--- src/rtl/kp_pkg.sv ---
// Shared types and constants for the 4x4 keypad scanner.
package kp_pkg;

  // Scanner FSM states.
  typedef enum logic [1:0] {
    SCAN        = 2'd0,
    DEB_PRESS   = 2'd1,
    PRESSED     = 2'd2,
    DEB_RELEASE = 2'd3
  } kp_state_e;

  // Row lines with no key pressed (all pulled high).
  localparam logic [3:0] KPR_IDLE = 4'hF;

  // Active-low, one-cold column drive for column index 0..3.
  localparam logic [3:0] COL_DRIVE [0:3] = '{4'b0111, 4'b1011, 4'b1101, 4'b1110};

  // Map a synchronized row pattern to {valid, row index}. A pattern is a
  // valid key only when exactly one row line is low.
  function automatic logic [2:0] row_decode(input logic [3:0] pat);
    logic [2:0] res;
    res = 3'b000;
    case (pat)
      4'b1110: res = {1'b1, 2'd0};
      4'b1101: res = {1'b1, 2'd1};
      4'b1011: res = {1'b1, 2'd2};
      4'b0111: res = {1'b1, 2'd3};
      default: res = 3'b000;
    endcase
    return res;
  endfunction

endpackage

--- src/rtl/kpscan_if.sv ---
// Key event channel between the scanner and the consumer of key events.
//
// Handshake: key_valid/key_code are held stable by the producer until a
// cycle where key_valid && key_ready; the event is consumed at that clock
// edge. key_ready while key_valid is low has no effect. key_held and
// overrun are status levels outside the handshake.
interface kpscan_if;
  logic [3:0] key_code;
  logic       key_valid;
  logic       key_ready;
  logic       key_held;
  logic       overrun;

  modport master (
    output key_code,
    output key_valid,
    output key_held,
    output overrun,
    input  key_ready
  );

  modport slave (
    input  key_code,
    input  key_valid,
    input  key_held,
    input  overrun,
    output key_ready
  );
endinterface

--- src/rtl/kpscan_tick.sv ---
// Free-running prescaler: one-cycle tick every DIV clock cycles.
module kpscan_tick #(
  parameter int DIV = 50000
) (
  input  logic clk,
  input  logic rst_n,
  output logic tick
);

  localparam int CW = (DIV > 1) ? $clog2(DIV) : 1;

  logic [CW-1:0] cnt_q;
  logic [CW-1:0] cnt_d;

  assign tick = (cnt_q == CW'(DIV - 1));

  // Count 0..DIV-1 and wrap on the tick cycle.
  always_comb begin
    cnt_d = cnt_q + CW'(1);
    if (tick) begin
      cnt_d = '0;
    end
  end

  // Prescaler register.
  always_ff @(posedge clk or negedge rst_n) begin
    if (!rst_n) begin
      cnt_q <= '0;
    end else begin
      cnt_q <= cnt_d;
    end
  end

endmodule

--- src/rtl/kpscan.sv ---
// 4x4 matrix keypad scanner: column drive, row synchronizer, press/release
// debounce and a single-entry key event register with overrun flag.
module kpscan
  import kp_pkg::*;
#(
  parameter int SCAN_DIV     = 50000,
  parameter int DEBOUNCE_CNT = 20
) (
  input  logic        clk,
  input  logic        reset_n,
  input  logic [3:0]  kpr,
  output logic [3:0]  kpc,
  kpscan_if.master    kif,
  output kp_state_e   state_dbg
);

  localparam int            DW       = $clog2(DEBOUNCE_CNT + 1);
  localparam logic [DW-1:0] DCNT_TGT = DW'(DEBOUNCE_CNT);
  localparam bit            FAST     = (DEBOUNCE_CNT == 1);

  logic            tick;
  logic [3:0]      kpr_meta_q;
  logic [3:0]      kpr_s_q;
  logic [2:0]      row_dec;

  kp_state_e       state_q, state_d;
  logic [1:0]      col_q, col_d;
  logic [3:0]      pat_q, pat_d;
  logic [DW-1:0]   dcnt_q, dcnt_d;
  logic [DW-1:0]   dcnt_inc;
  logic [3:0]      kpc_q, kpc_d;
  logic [3:0]      key_code_q, key_code_d;
  logic            key_valid_q, key_valid_d;
  logic            key_held_q, key_held_d;
  logic            overrun_q, overrun_d;
  logic            issue;
  logic            handshake;

  kpscan_tick #(.DIV(SCAN_DIV)) u_tick (
    .clk   (clk),
    .rst_n (reset_n),
    .tick  (tick)
  );

  // Two-flop synchronizer for the asynchronous row lines.
  always_ff @(posedge clk or negedge reset_n) begin
    if (!reset_n) begin
      kpr_meta_q <= KPR_IDLE;
      kpr_s_q    <= KPR_IDLE;
    end else begin
      kpr_meta_q <= kpr;
      kpr_s_q    <= kpr_meta_q;
    end
  end

  assign row_dec = row_decode(kpr_s_q);

  // Scan/debounce FSM: next state, column, capture and debounce counter.
  always_comb begin
    state_d    = state_q;
    col_d      = col_q;
    pat_d      = pat_q;
    dcnt_d     = dcnt_q;
    key_held_d = key_held_q;
    issue      = 1'b0;
    // Saturating increment; the FSM leaves the debounce states at the
    // target so the counter never needs to go past it.
    dcnt_inc   = (dcnt_q >= DCNT_TGT) ? DCNT_TGT : dcnt_q + DW'(1);

    case (state_q)
      SCAN: begin
        if (tick) begin
          if (row_dec[2]) begin
            pat_d  = kpr_s_q;
            dcnt_d = DW'(1);
            if (FAST) begin
              state_d    = PRESSED;
              key_held_d = 1'b1;
              issue      = 1'b1;
            end else begin
              state_d = DEB_PRESS;
            end
          end else begin
            col_d = col_q + 2'd1;
          end
        end
      end
      DEB_PRESS: begin
        if (tick) begin
          if (kpr_s_q == pat_q) begin
            dcnt_d = dcnt_inc;
            if (dcnt_inc == DCNT_TGT) begin
              state_d    = PRESSED;
              key_held_d = 1'b1;
              issue      = 1'b1;
            end
          end else begin
            state_d = SCAN;
            dcnt_d  = '0;
            col_d   = col_q + 2'd1;
          end
        end
      end
      PRESSED: begin
        if (tick && (kpr_s_q == KPR_IDLE)) begin
          dcnt_d = DW'(1);
          if (FAST) begin
            state_d    = SCAN;
            key_held_d = 1'b0;
            dcnt_d     = '0;
            col_d      = col_q + 2'd1;
          end else begin
            state_d = DEB_RELEASE;
          end
        end
      end
      DEB_RELEASE: begin
        if (tick) begin
          if (kpr_s_q == KPR_IDLE) begin
            dcnt_d = dcnt_inc;
            if (dcnt_inc == DCNT_TGT) begin
              state_d    = SCAN;
              key_held_d = 1'b0;
              dcnt_d     = '0;
              col_d      = col_q + 2'd1;
            end
          end else begin
            state_d = PRESSED;
          end
        end
      end
      default: begin
        state_d = SCAN;
      end
    endcase

    kpc_d = COL_DRIVE[col_d];
  end

  assign handshake = key_valid_q && kif.key_ready;

  // Event register: a new press loads when the slot is free or is being
  // emptied this cycle; otherwise it is dropped and flagged as overrun.
  always_comb begin
    key_code_d  = key_code_q;
    key_valid_d = key_valid_q;
    overrun_d   = overrun_q;
    if (issue) begin
      if (!key_valid_q || handshake) begin
        key_code_d  = {col_q, row_dec[1:0]};
        key_valid_d = 1'b1;
        if (handshake) begin
          overrun_d = 1'b0;
        end
      end else begin
        overrun_d = 1'b1;
      end
    end else if (handshake) begin
      key_valid_d = 1'b0;
      overrun_d   = 1'b0;
    end
  end

  // State and output registers.
  always_ff @(posedge clk or negedge reset_n) begin
    if (!reset_n) begin
      state_q     <= SCAN;
      col_q       <= 2'd0;
      pat_q       <= KPR_IDLE;
      dcnt_q      <= '0;
      kpc_q       <= COL_DRIVE[0];
      key_code_q  <= 4'd0;
      key_valid_q <= 1'b0;
      key_held_q  <= 1'b0;
      overrun_q   <= 1'b0;
    end else begin
      state_q     <= state_d;
      col_q       <= col_d;
      pat_q       <= pat_d;
      dcnt_q      <= dcnt_d;
      kpc_q       <= kpc_d;
      key_code_q  <= key_code_d;
      key_valid_q <= key_valid_d;
      key_held_q  <= key_held_d;
      overrun_q   <= overrun_d;
    end
  end

  assign kpc           = kpc_q;
  assign kif.key_code  = key_code_q;
  assign kif.key_valid = key_valid_q;
  assign kif.key_held  = key_held_q;
  assign kif.overrun   = overrun_q;
  assign state_dbg     = state_q;

endmodule
--- src/flat_wrapper.sv ---
// flat-port wrapper written by rule: the top's interface ports become plain ports
module kpscan_flat import kp_pkg::*;
#(
  parameter int SCAN_DIV     = 50000,
  parameter int DEBOUNCE_CNT = 20
)
  (clk, reset_n, kpr, kpc, state_dbg, kif_key_code, kif_key_valid, kif_key_held, kif_overrun, kif_key_ready);
  kpscan_if kif_i ();
  input  logic clk;
  input  logic reset_n;
  input  logic [3:0] kpr;
  output logic [3:0] kpc;
  output kp_state_e state_dbg;
  output wire logic [$bits(kif_i.key_code)-1:0] kif_key_code;
  output wire logic [$bits(kif_i.key_valid)-1:0] kif_key_valid;
  output wire logic [$bits(kif_i.key_held)-1:0] kif_key_held;
  output wire logic [$bits(kif_i.overrun)-1:0] kif_overrun;
  input wire logic [$bits(kif_i.key_ready)-1:0] kif_key_ready;
  assign kif_key_code = kif_i.key_code;
  assign kif_key_valid = kif_i.key_valid;
  assign kif_key_held = kif_i.key_held;
  assign kif_overrun = kif_i.overrun;
  assign kif_i.key_ready = kif_key_ready;
  kpscan #(.SCAN_DIV(SCAN_DIV), .DEBOUNCE_CNT(DEBOUNCE_CNT)) u_core (.clk(clk), .reset_n(reset_n), .kpr(kpr), .kpc(kpc), .kif(kif_i), .state_dbg(state_dbg));
endmodule
--- config.mk ---
export PLATFORM = sky130hd
export DESIGN_NAME = kpscan_flat
export DESIGN_NICKNAME = d
export VERILOG_FILES = /design/src/rtl/kp_pkg.sv /design/src/rtl/kpscan_if.sv /design/src/rtl/kpscan_tick.sv /design/src/rtl/kpscan.sv /design/src/flat_wrapper.sv
export SDC_FILE = /design/constraint.sdc
export NUM_CORES = 1
export LEC_CHECK = 0
export ABC_AREA = 1
export ABC_CLOCK_PERIOD_IN_PS = 2300
export BUFFER_PORTS_ARGS = -buffer_cell sky130_fd_sc_hd__buf_2
export CORE_MARGIN = 2
export CORE_UTILIZATION = 50
export CTS_CLUSTER_SIZE = 14
export DETAILED_ROUTE_END_ITERATION = 10
export HOLD_SLACK_MARGIN = 0.15
export PLACE_DENSITY_LB_ADDON = 0.15
export SLEW_MARGIN = 10
export SYNTH_ARGS = -nofsm -noshare
export SYNTH_HDL_FRONTEND = slang
export SYNTH_HIERARCHICAL = 1
export SYNTH_SLANG_ARGS = --single-unit
--- constraint.sdc ---
create_clock -name clk -period 2.3 [get_ports clk]
set_clock_uncertainty 0.1 [all_clocks]
set_input_delay 0.46 -clock clk [delete_from_list [all_inputs] [get_ports clk]]
set_output_delay 0.46 -clock clk [all_outputs]
set_load 0.005 [all_outputs]
Yosys cells after proc, flatten, opt, wreduce, memory -nomap -nowiden

Cells that the tools add are included.

Register bits after elaboration: 48
Input port bits: 7
Output and inout port bits: 13
Word-level logic and storage cells: 104

Add/sub/neg operators: 3
$lt $le $gt $ge: 2
Equal/unequal tests: 23
Mux-type cells: 50
Bitwise operators: 1
Reductions and logical operators: 13

Operators by type and width:

| cell                                                      | count |
|---|---|
| 2-to-1 mux 5 bit                                          | 9 |
| 2-to-1 mux 2 bit                                          | 16 |
| case mux 5 bit (4 select lines)                           | 1 |
| inequality test 2 x 1 -> 1 bit (second input constant)    | 9 |
| adder 16 x 1 -> 16 bit (second input constant)            | 1 |
| equality test 16 bit (second input constant)              | 1 |
| equality test 4 bit (second input constant)               | 4 |
| 2-to-1 mux 1 bit                                          | 16 |
| 2-to-1 mux 16 bit                                         | 1 |
| AND reduction 7 bit                                       | 2 |
| case mux 3 bit (4 select lines)                           | 1 |
| binary-select mux 4 bit (select 2 bit)                    | 1 |
| 2-to-1 mux 4 bit                                          | 2 |
| case mux 2 bit (4 select lines)                           | 1 |
| case mux 2 bit (3 select lines)                           | 1 |
| AND reduction 6 bit                                       | 1 |
| adder 5 x 1 -> 5 bit (second input constant)              | 1 |
| equality test 5 bit (second input constant)               | 1 |
| greater-or-equal comparator 5 bit (second input constant) | 1 |
| equality test 2 bit (second input constant)               | 2 |
| equality test 4 x 3 -> 1 bit (second input constant)      | 1 |
| equality test 4 bit                                       | 1 |
| AND reduction 2 bit                                       | 2 |
| nonzero test 2 bit                                        | 2 |
| 13 further kinds                                          | 14 |

Longest topological paths before layout

Gate-level depths: netlist of the first run.

Word-level depth: 11
Mapped depth: 16
Depth with buffers taken out: 15

Hierarchy

The synthesis of the first run kept the hierarchy.

By module, submodules not included:

| module      | times used | cells an instance | area an instance (µm²) | seq. area each (µm²) |
|---|---|---|---|---|
| kpscan      | 1          | 231               | 1749.2                 | 819.5 |
| kpscan_tick | 1          | 120               | 889.6                  | 400.4 |

Worst setup path after synthesis of the first run

Ideal clock, no wire load.

Kind: register -> register
Start point: register u_core.u_tick.cnt_q[0]
End point: register u_core.kpc_q[3] (netlist: u_core/kpc[3])
Library setup time: 118 ps
Data arrival time: 1795 ps
Data required time: 2082 ps
Slack: 287 ps
Stages on the path, launching flop included: 14
Buffers on the path: 1
Period minus slack after synthesis: 2013 ps
Cell sequence: dfrtp_1 -> ha_1 -> nand3_1 -> nor2_1 -> nand2_2 -> inv_2 -> clkbuf_4 -> inv_1 -> nor2_1 -> nand4_1 -> nand3_1 -> nand2_1 -> nand2_1 -> nand2_1

Cells in the longest elaborated chain, start to end: 7
Elaborated cells between the ends (all ways): 9
Classes of those cells: 1 x eq/ne; 7 x mux; 1 x bitwise

RTL lines:

| item                                                   | line                                      | text |
|---|---|---|
| start, declared                                        | kpscan_tick.sv:12                         | `logic [CW-1:0] cnt_q;` |
| start signal, assigned                                 | kpscan_tick.sv:30                         | `cnt_q <= cnt_d;` |
| equality test 16 bit *                                 | kpscan_tick.sv:15                         | `assign tick = (cnt_q == CW'(DIV - 1));` |
| named net u_core.tick                                  | kpscan.sv:21                              | `logic tick;` |
| 2-to-1 mux 2 bit (on tied branches)                    | kpscan.sv:118, kpscan.sv:72, kpscan.sv:89 |  |
| case mux 2 bit (3 select lines) *                      | kpscan.sv:70                              | `case (state_q)` |
| inverter 2 -> 3 bit (implied by the code) *            | kpscan.sv:137                             | `kpc_d = COL_DRIVE[col_d];` |
| binary-select mux 4 bit (select 2 bit) *               | kpscan.sv:137                             |  |
| 2-to-1 mux 4 bit (implied by the code) * (2 in series) | kpscan.sv:137                             |  |
| named net u_core.kpc_d[3]                              | kpscan.sv:31                              | `logic [3:0] kpc_q, kpc_d;` |
| end signal, assigned                                   | kpscan.sv:171                             | `kpc_q <= COL_DRIVE[0];` |
| end signal, assigned                                   | kpscan.sv:181                             | `kpc_q <= kpc_d;` |
| end, declared                                          | kpscan.sv:31                              |  |

The timed path passes the listed nets; every way through them passes the cells marked *. The select of a mux whose other input is x is not followed.
A chain may end at the register's enable or synchronous reset.

Worst setup path after layout of the first run

Start point: register u_core.u_tick.cnt_q[1]
End point: register u_core.kpc_q[1] (netlist: u_core/kpc[1])

Cells in the longest elaborated chain, start to end: 7
Elaborated cells between the ends (all ways): 9
Classes of those cells: 1 x eq/ne; 7 x mux; 1 x bitwise

RTL lines:

| item                                                   | line                                      | text |
|---|---|---|
| equality test 16 bit *                                 | kpscan_tick.sv:15                         |  |
| named net u_core.tick                                  | kpscan.sv:21                              |  |
| 2-to-1 mux 2 bit (on tied branches)                    | kpscan.sv:118, kpscan.sv:72, kpscan.sv:89 |  |
| case mux 2 bit (3 select lines) *                      | kpscan.sv:70                              |  |
| named net u_core.col_d[1]                              | kpscan.sv:27                              | `logic [1:0] col_q, col_d;` |
| inverter 2 -> 3 bit (implied by the code) *            | kpscan.sv:137                             |  |
| binary-select mux 4 bit (select 2 bit) *               | kpscan.sv:137                             |  |
| 2-to-1 mux 4 bit (implied by the code) * (2 in series) | kpscan.sv:137                             |  |
| named net u_core.kpc_d[1]                              | kpscan.sv:31                              |  |

Marked as above.

==> flow_summary.yaml, run 1 <==
route:
  postRouteAntennaNets: 0
  met2_length_um: 2450
  met1_length_um: 2370
  wl_met3_um: 165
  via_per_inst: 4.90
  top_layer_used: "met4"
  drt_pass1_iterations: 4
  drt_iter0_markers: 140
  drt-wirelength-per-cell_um: 11.2
  routed_wl_um: 5040
  num_vias: 2209
  drc: 0
place:
  gp_congestion: 0.837
  placed_area_um2: 2810
  io_buffer_count: 19
  dp.final_hpwl_um: 3750
pwr:
  p_leak_nw: 1.59
  ir_drop_mv: 0.309
  power_density_nw_per_um2: 506
critical_path:
  path_cells: "ha_1 -> nand3_1 -> nor2_2 -> nand2_2 -> inv_4 -> inv_1 -> nor2_1 -> nand3_1 -> nand2_1 -> nand3_1 -> nand4_1 -> nand2_1"
  cp.buffers_inverters: 2
  path_common_cell: "nand3_1"
  r2r_slack_ns: 0.21
  crit_path_end_kind: "flop"
  r2r_cells: 12
  cpPeakStageDelay_ns: 0.39
  cp_data_required_time_ns: 2.43
  cp_max_fo: 9
  worst-path-stages: 12
  cp_slowest_cell: "dfrtp_1"
  cp_data_arrival_time_ns: 2.22
  startpoint_type: "flop"
  worstSetupPathType: "reg -> reg"
  crit_family: "simple AND/OR/NAND/NOR gates"
grt:
  antenna_found_initial: 0
  grt_pass1_wl_um: 9280
  grt_max_degree: 49
  grt_usage_pct: 19.4
  grt_remaining_overflow: 0
  grt_pass1_vias: 2118
finish:
  drive_gt1_share_pct: 22.0
  nNetsFinal: 390
  stdcell_area_um2: 2990
  syn2layout_area_growth_pct: 13.2
  antenna_cells: 0
sta:
  fmaxAchievable_mhz: 479
  slew_viol_final: 0
  setup_viol: 0
  hold_viol_final: 0
  rsz0062_at_grt: "false"
  maxSlewHeadroom_pct: 61.3
  tightest_slew_ns: 0.580
  fin_crit_ns: 2.09
  fin_crit_sh_pct: 90.7
  tns_ns: 0
logic_synthesis:
  synth.mux.area_fraction_pct: 0
  synth_cells: 351
  yosys.area_share.simple_pct: 36.2
  synth_async_sr_flop_share_pct: 100
  ys_warn_count: 6
  yosys.area.top_type_share_pct: 31.3
  synth-seq-cells: 48
  yosysUniqueCellTypes: 31
  syn_area_um2: 2640
  synth.yosys.seq_area_share_pct: 46.2
  synthAdderAreaFrac_pct: 1.42
  synth_top_family_by_area: "simple AND/OR/NAND/NOR gates"
  synth_xor_area_share_pct: 2.32
  avgSynthCellArea_um2: 7.52
  synth-compound-area-share_pct: 5.45
  synth_nets: 361
  synth_enable_flop_cells: 0
  yosysMostFrequentCell: "nand2_1"
  yosys.area.top_type: "dfrtp_1"
  synthTopCellsByArea: "dfrtp_1 31%, nand2_1 16%, dfstp_2 15%, nand3_1 5.9%, inv_1 5.8%"
  synthTopCellsByCount: "112 x nand2_1, 41 x inv_1, 39 x nor2_1, 33 x dfrtp_1, 31 x nand3_1"
  synth_top_flop_cell: "dfrtp_1"
floorplanning:
  die_x_um: 76.6
  ioPinCount: 20
  dieArea_um2: 5870
  rows: 26
  die_h_um: 76.6
  initial_core_util_pct: 51.7
  core_um2: 5110
clocking:
  cts_buffer_depth: 2
  clock-sinks: 48
  numCtsBuffers: 5
  clk_latency_ns: 0.30
  clockRootBuffer: "clkbuf_8"
  cts.clk_slew.worst_paths_ns: 0.09
  h-tree-depth: 2
  tritoncts: "done"
outcome:
  outcome: "finished, final reports clean"
min_path:
  holdCritPathClass: "in -> async"
flow_run:
  cap_viol_max_count: 0
==> layout make-up <==
type,instances,area (um^2)
fillers,491,2120
flip-flops and latches,48,1220
multi-input cells,247,1210
inverters,52,199
repair buffers,26,158
clock buffers,7,108
well taps,70,87.6
clock inverters,1,8.76
==> where the power goes <==
part	internal (mW)	switching, mW
registers	0.859	0.00610
clock network	0.312	0.286
logic	0.0167	0.0331
==> worst paths after layout <==
kind	start	end
setup / recovery	u_core/u_tick/cnt_q[1]	u_core/kpc[1]
hold / removal	reset_n	u_core/kpc[3]
setup reg to reg	u_core/u_tick/cnt_q[1]	u_core/kpc[1]
hold reg to reg	u_core/kpr_meta_q[1]	u_core/kpr_s_q[1]
max in group asynchronous	reset_n	u_core/dcnt_q[3]
min in group clk	u_core/kpr_meta_q[1]	u_core/kpr_s_q[1]
==> routing by layer <==
| metal | global-route usage (%) | up-vias |
|---|---|---|
| met1 | 25.7 | 1019 |
| met2 | 32.1 | 34 |
| li1 | - | 1150 |
| met5 | 0 | - |
| met4 | 5.82 | 0 |
| met3 | 4.15 | 6 |
==> sequential cells by signal, summed over array words and instances, names as in the netlist <==
register,cells
u_core/pat_q,4
u_core/kif.key_held,1
u_core/kpc,4
u_core/kif.key_code,4
u_core/col_q,2
u_core/kif.key_valid,1
u_core/dcnt_q,5
u_core/kpr_meta_q,4
u_core/u_tick/cnt_q,16
u_core/state_dbg,2
u_core/kpr_s_q,4
u_core/kif.overrun,1
==> placed cells by master (no fill, tap or decap), types with 2 or more instances in the layout <==
cell           synthesis  layout
a21oi_1                2       2
buf_2                  2      19
ha_1                   3       3
nand2_2                8       9
inv_1                 41      41
nor2_1                39      38
nor2_2                 7       8
nand4_1                7       7
o21ai_0               10      10
inv_2                  9       8
buf_4                  1       3
nor3_2                 2       2
nand3_1               31      30
clkbuf_8               0       6
dfrtp_1               33      33
a31oi_1                2       2
nor3_1                 2       2
xor2_1                 6       6
o21bai_1               2       2
dfstp_2               15      15
nand3_2                1       2
o21ai_2                4       4
o21ai_1                3       3
nand2_1              112     111
nor2_4                 2       2
dlygate4sd3_1          0       4
==> stage by stage <==
step / worst slack (ns) / utilization, % / cells / hold slack [ns] / total power [mW]
finish: 0.214 / 58.5 / 451 / 0.145 / 1.51
global route: 0.0222 / 58.5 / 451 / 0.201 / 1.58
CTS: 0.139 / 58.1 / 450 / 0.161 / 1.54
detailed placement: 0.162 / 55.0 / 438 / 0.250 / 0.926
global placement: 0.227 / 55.0 / 438 / 0.246 / 0.926
floorplan: 0.287 / - / 351 / 0.0644 / 0.897
==> timing repair <==
action,in CTS,in global routing
hold buffers,4,0
endpoints found under the hold margin,4,0
resized for setup,0,4
buffers inserted,0,1
endpoints found under the setup margin,0,7
==> cells by family (layout without fill, tap and decap cells) <==
family,Yosys count,in the layout
flops,48,48
fa+ha+maj,3,3
compound gates,24,24
simple gates,213,213
xor+xnor,7,7
buf+inv,56,86
No activity file was read; power rests on OpenSTA's default activity.
==> run 2, diff against run 1 <==
--- a/config.mk
+++ b/config.mk
@@ -10,6 +10,7 @@
 export BUFFER_PORTS_ARGS = -buffer_cell sky130_fd_sc_hd__buf_2
 export CORE_MARGIN = 2
 export CORE_UTILIZATION = 50
+export CTS_BUF_LIST = sky130_fd_sc_hd__clkbuf_8
 export CTS_CLUSTER_SIZE = 14
 export DETAILED_ROUTE_END_ITERATION = 10
 export HOLD_SLACK_MARGIN = 0.15
==> run 2 against run 1 <==
Against the previous run: wire length rose by 0.16%; largest cell class unchanged; utilization up 0.098 points; clock power rose by 7.2%.
==> flow_summary.yaml, run 2 (synthesis gave the netlist of run 1 again) <==
outcome:
  outcome: "finished, final reports clean"
route:
  drt_iter0_markers: 139
  drt_pass1_iterations: 4
  drt-wirelength-per-cell_um: 11.2
  via_per_inst: 4.93
  routed_wl_um: 5050
  drc: 0
  num_vias: 2222
  postRouteAntennaNets: 0
finish:
  fillers: 489
  final_cell_mix: "111 x nand2_1, 41 x inv_1, 38 x nor2_1"
  utilization_pct: 58.6
  drive_gt1_share_pct: 22.0
  regMostFlops: "u_core/u_tick/cnt_q"
  reg_top3: "u_core/u_tick/cnt_q: 16 flops, u_core/dcnt_q: 5 flops"
  nNetsFinal: 390
  syn2layout_area_growth_pct: 13.4
  multi_input_area_um2: 1210
  antenna_cells: 0
  largest_register_ffs: 16
  ff_latch_area_um2: 1220
  final_common_cell: "nand2_1"
critical_path:
  r2r-end: "u_core/kpc[1]"
  crit_path_end_kind: "flop"
  cp_max_fo: 9
  worstSetupPathType: "reg -> reg"
  cp_data_required_time_ns: 2.43
  cpPeakStageDelay_ns: 0.39
  r2r-start: "u_core/u_tick/cnt_q[1]"
  path_cells: "ha_1 -> nand3_1 -> nor2_2 -> nand2_2 -> inv_4 -> inv_1 -> nor2_1 -> nand3_1 -> nand2_1 -> nand3_1 -> nand4_1 -> nand2_1"
  startpoint_type: "flop"
  r2r_slack_ns: 0.21
  cp_data_arrival_time_ns: 2.23
  path_common_cell: "nand3_1"
  cp_slowest_cell: "dfrtp_1"
  r2r_cells: 12
flow_run:
  cap_viol_max_count: 0
sta:
  tightest_slew_ns: 0.580
  tns_ns: 0
  setup_viol: 0
  maxSlewHeadroom_pct: 61.4
  hold_viol_final: 0
  slew_viol_final: 0
  holdWs_ns: 0.145
  fmaxAchievable_mhz: 478
  setup_ws_ns: 0.206
  rsz0062_at_grt: "false"
  fin_crit_sh_pct: 91.0
  fin_crit_ns: 2.09
clocking:
  cts_buffer_depth: 2
  numCtsBuffers: 5
  tritoncts: "done"
  cts.clk_slew.worst_paths_ns: 0.09
  clock-sinks: 48
  clockRootBuffer: "clkbuf_8"
  h-tree-depth: 2
  clk_latency_ns: 0.30
grt:
  grt_remaining_overflow: 0
  antenna_found_initial: 0
  grt_max_degree: 49
  grt_pass1_vias: 2118
  grt_usage_pct: 19.4
  grt_pass1_wl_um: 9280
pwr:
  p_leak_nw: 1.59
  ir_drop_mv: 0.353
  power_density_nw_per_um2: 520
floorplanning:
  ioPinCount: 20
  die_x_um: 76.6
  dieArea_um2: 5870
  rows: 26
  core_um2: 5110
  initial_core_util_pct: 51.7
  die_h_um: 76.6
place:
  gp_congestion: 0.837
  post-place-ws_ns: 0.162
  io_buffer_count: 19
  dp.final_hpwl_um: 3750
min_path:
  holdCritPathClass: "in -> async"
-- run 2: changes by cell type in the layout (fill, tap and decap cells not counted), sizes merged --
cell | before | now
bufinv | 0 | 1
clkbuf | 7 | 6
-- run 2: where the power goes --
| part | internal, mW | switching (mW) |
|---|---|---|
| registers | 0.859 | 0.00609 |
| clock network | 0.356 | 0.286 |
| logic | 0.0167 | 0.0331 |
-- run 2: metrics by stage --
stage | std cells | power, mW | area, um^2
floorplan | 351 | 0.897 | 2640
global placement | 438 | 0.926 | 2810
detailed placement | 438 | 0.926 | 2810
CTS | 450 | 1.58 | 2970
global route | 451 | 1.62 | 2990
finish | 451 | 1.56 | 2990
-- run 2: critical path: cells and delay by family, from the launching register on --
kind                       cells  cell delay, ns
adders and majority gates      1            0.22
and+or+nand+nor                9            1.13
buffers and inverters          2            0.19
DFF                            1            0.39
-- run 2: final cells by class --
class	count	share of cell area, %
flip-flops and latches	48	40.8
inverters	52	6.65
well taps	70	2.93
multi-input cells	247	40.3
repair buffers	26	5.27
clock inverters	2	1.30
clock buffers	6	2.76
-- run 2: worst max path at each step --
stage	startpoint	end	slack [ns]
2_1_floorplan	u_core/u_tick/cnt_q[0]	u_core/kpc[3]	0.29
3_3_place_gp	u_core/u_tick/cnt_q[0]	u_core/kpc[3]	0.23
3_5_place_dp	u_core/u_tick/cnt_q[0]	u_core/kpc[3]	0.16
4_1_cts	u_core/u_tick/cnt_q[0]	u_core/kpc[3]	0.14
5_1_grt	u_core/u_tick/cnt_q[1]	u_core/kpc[1]	0.02
6_report	u_core/u_tick/cnt_q[1]	u_core/kpc[1]	0.21
-- run 2: metal layers --
layer	vias up	wire, um	global-route usage [%]
li1	1151	-	-
met4	0	60	5.82
met2	43	2440	32.1
met1	1022	2380	25.7
met3	6	164	4.15
met5	-	0	0
-- run 2: what timing repair did --
action / CTS / global route
hold buffers: 4 / 0
gates resized for setup: 0 / 4
buffers inserted: 0 / 1
endpoints found under the hold margin: 4 / 0
setup endpoints to repair: 0 / 7
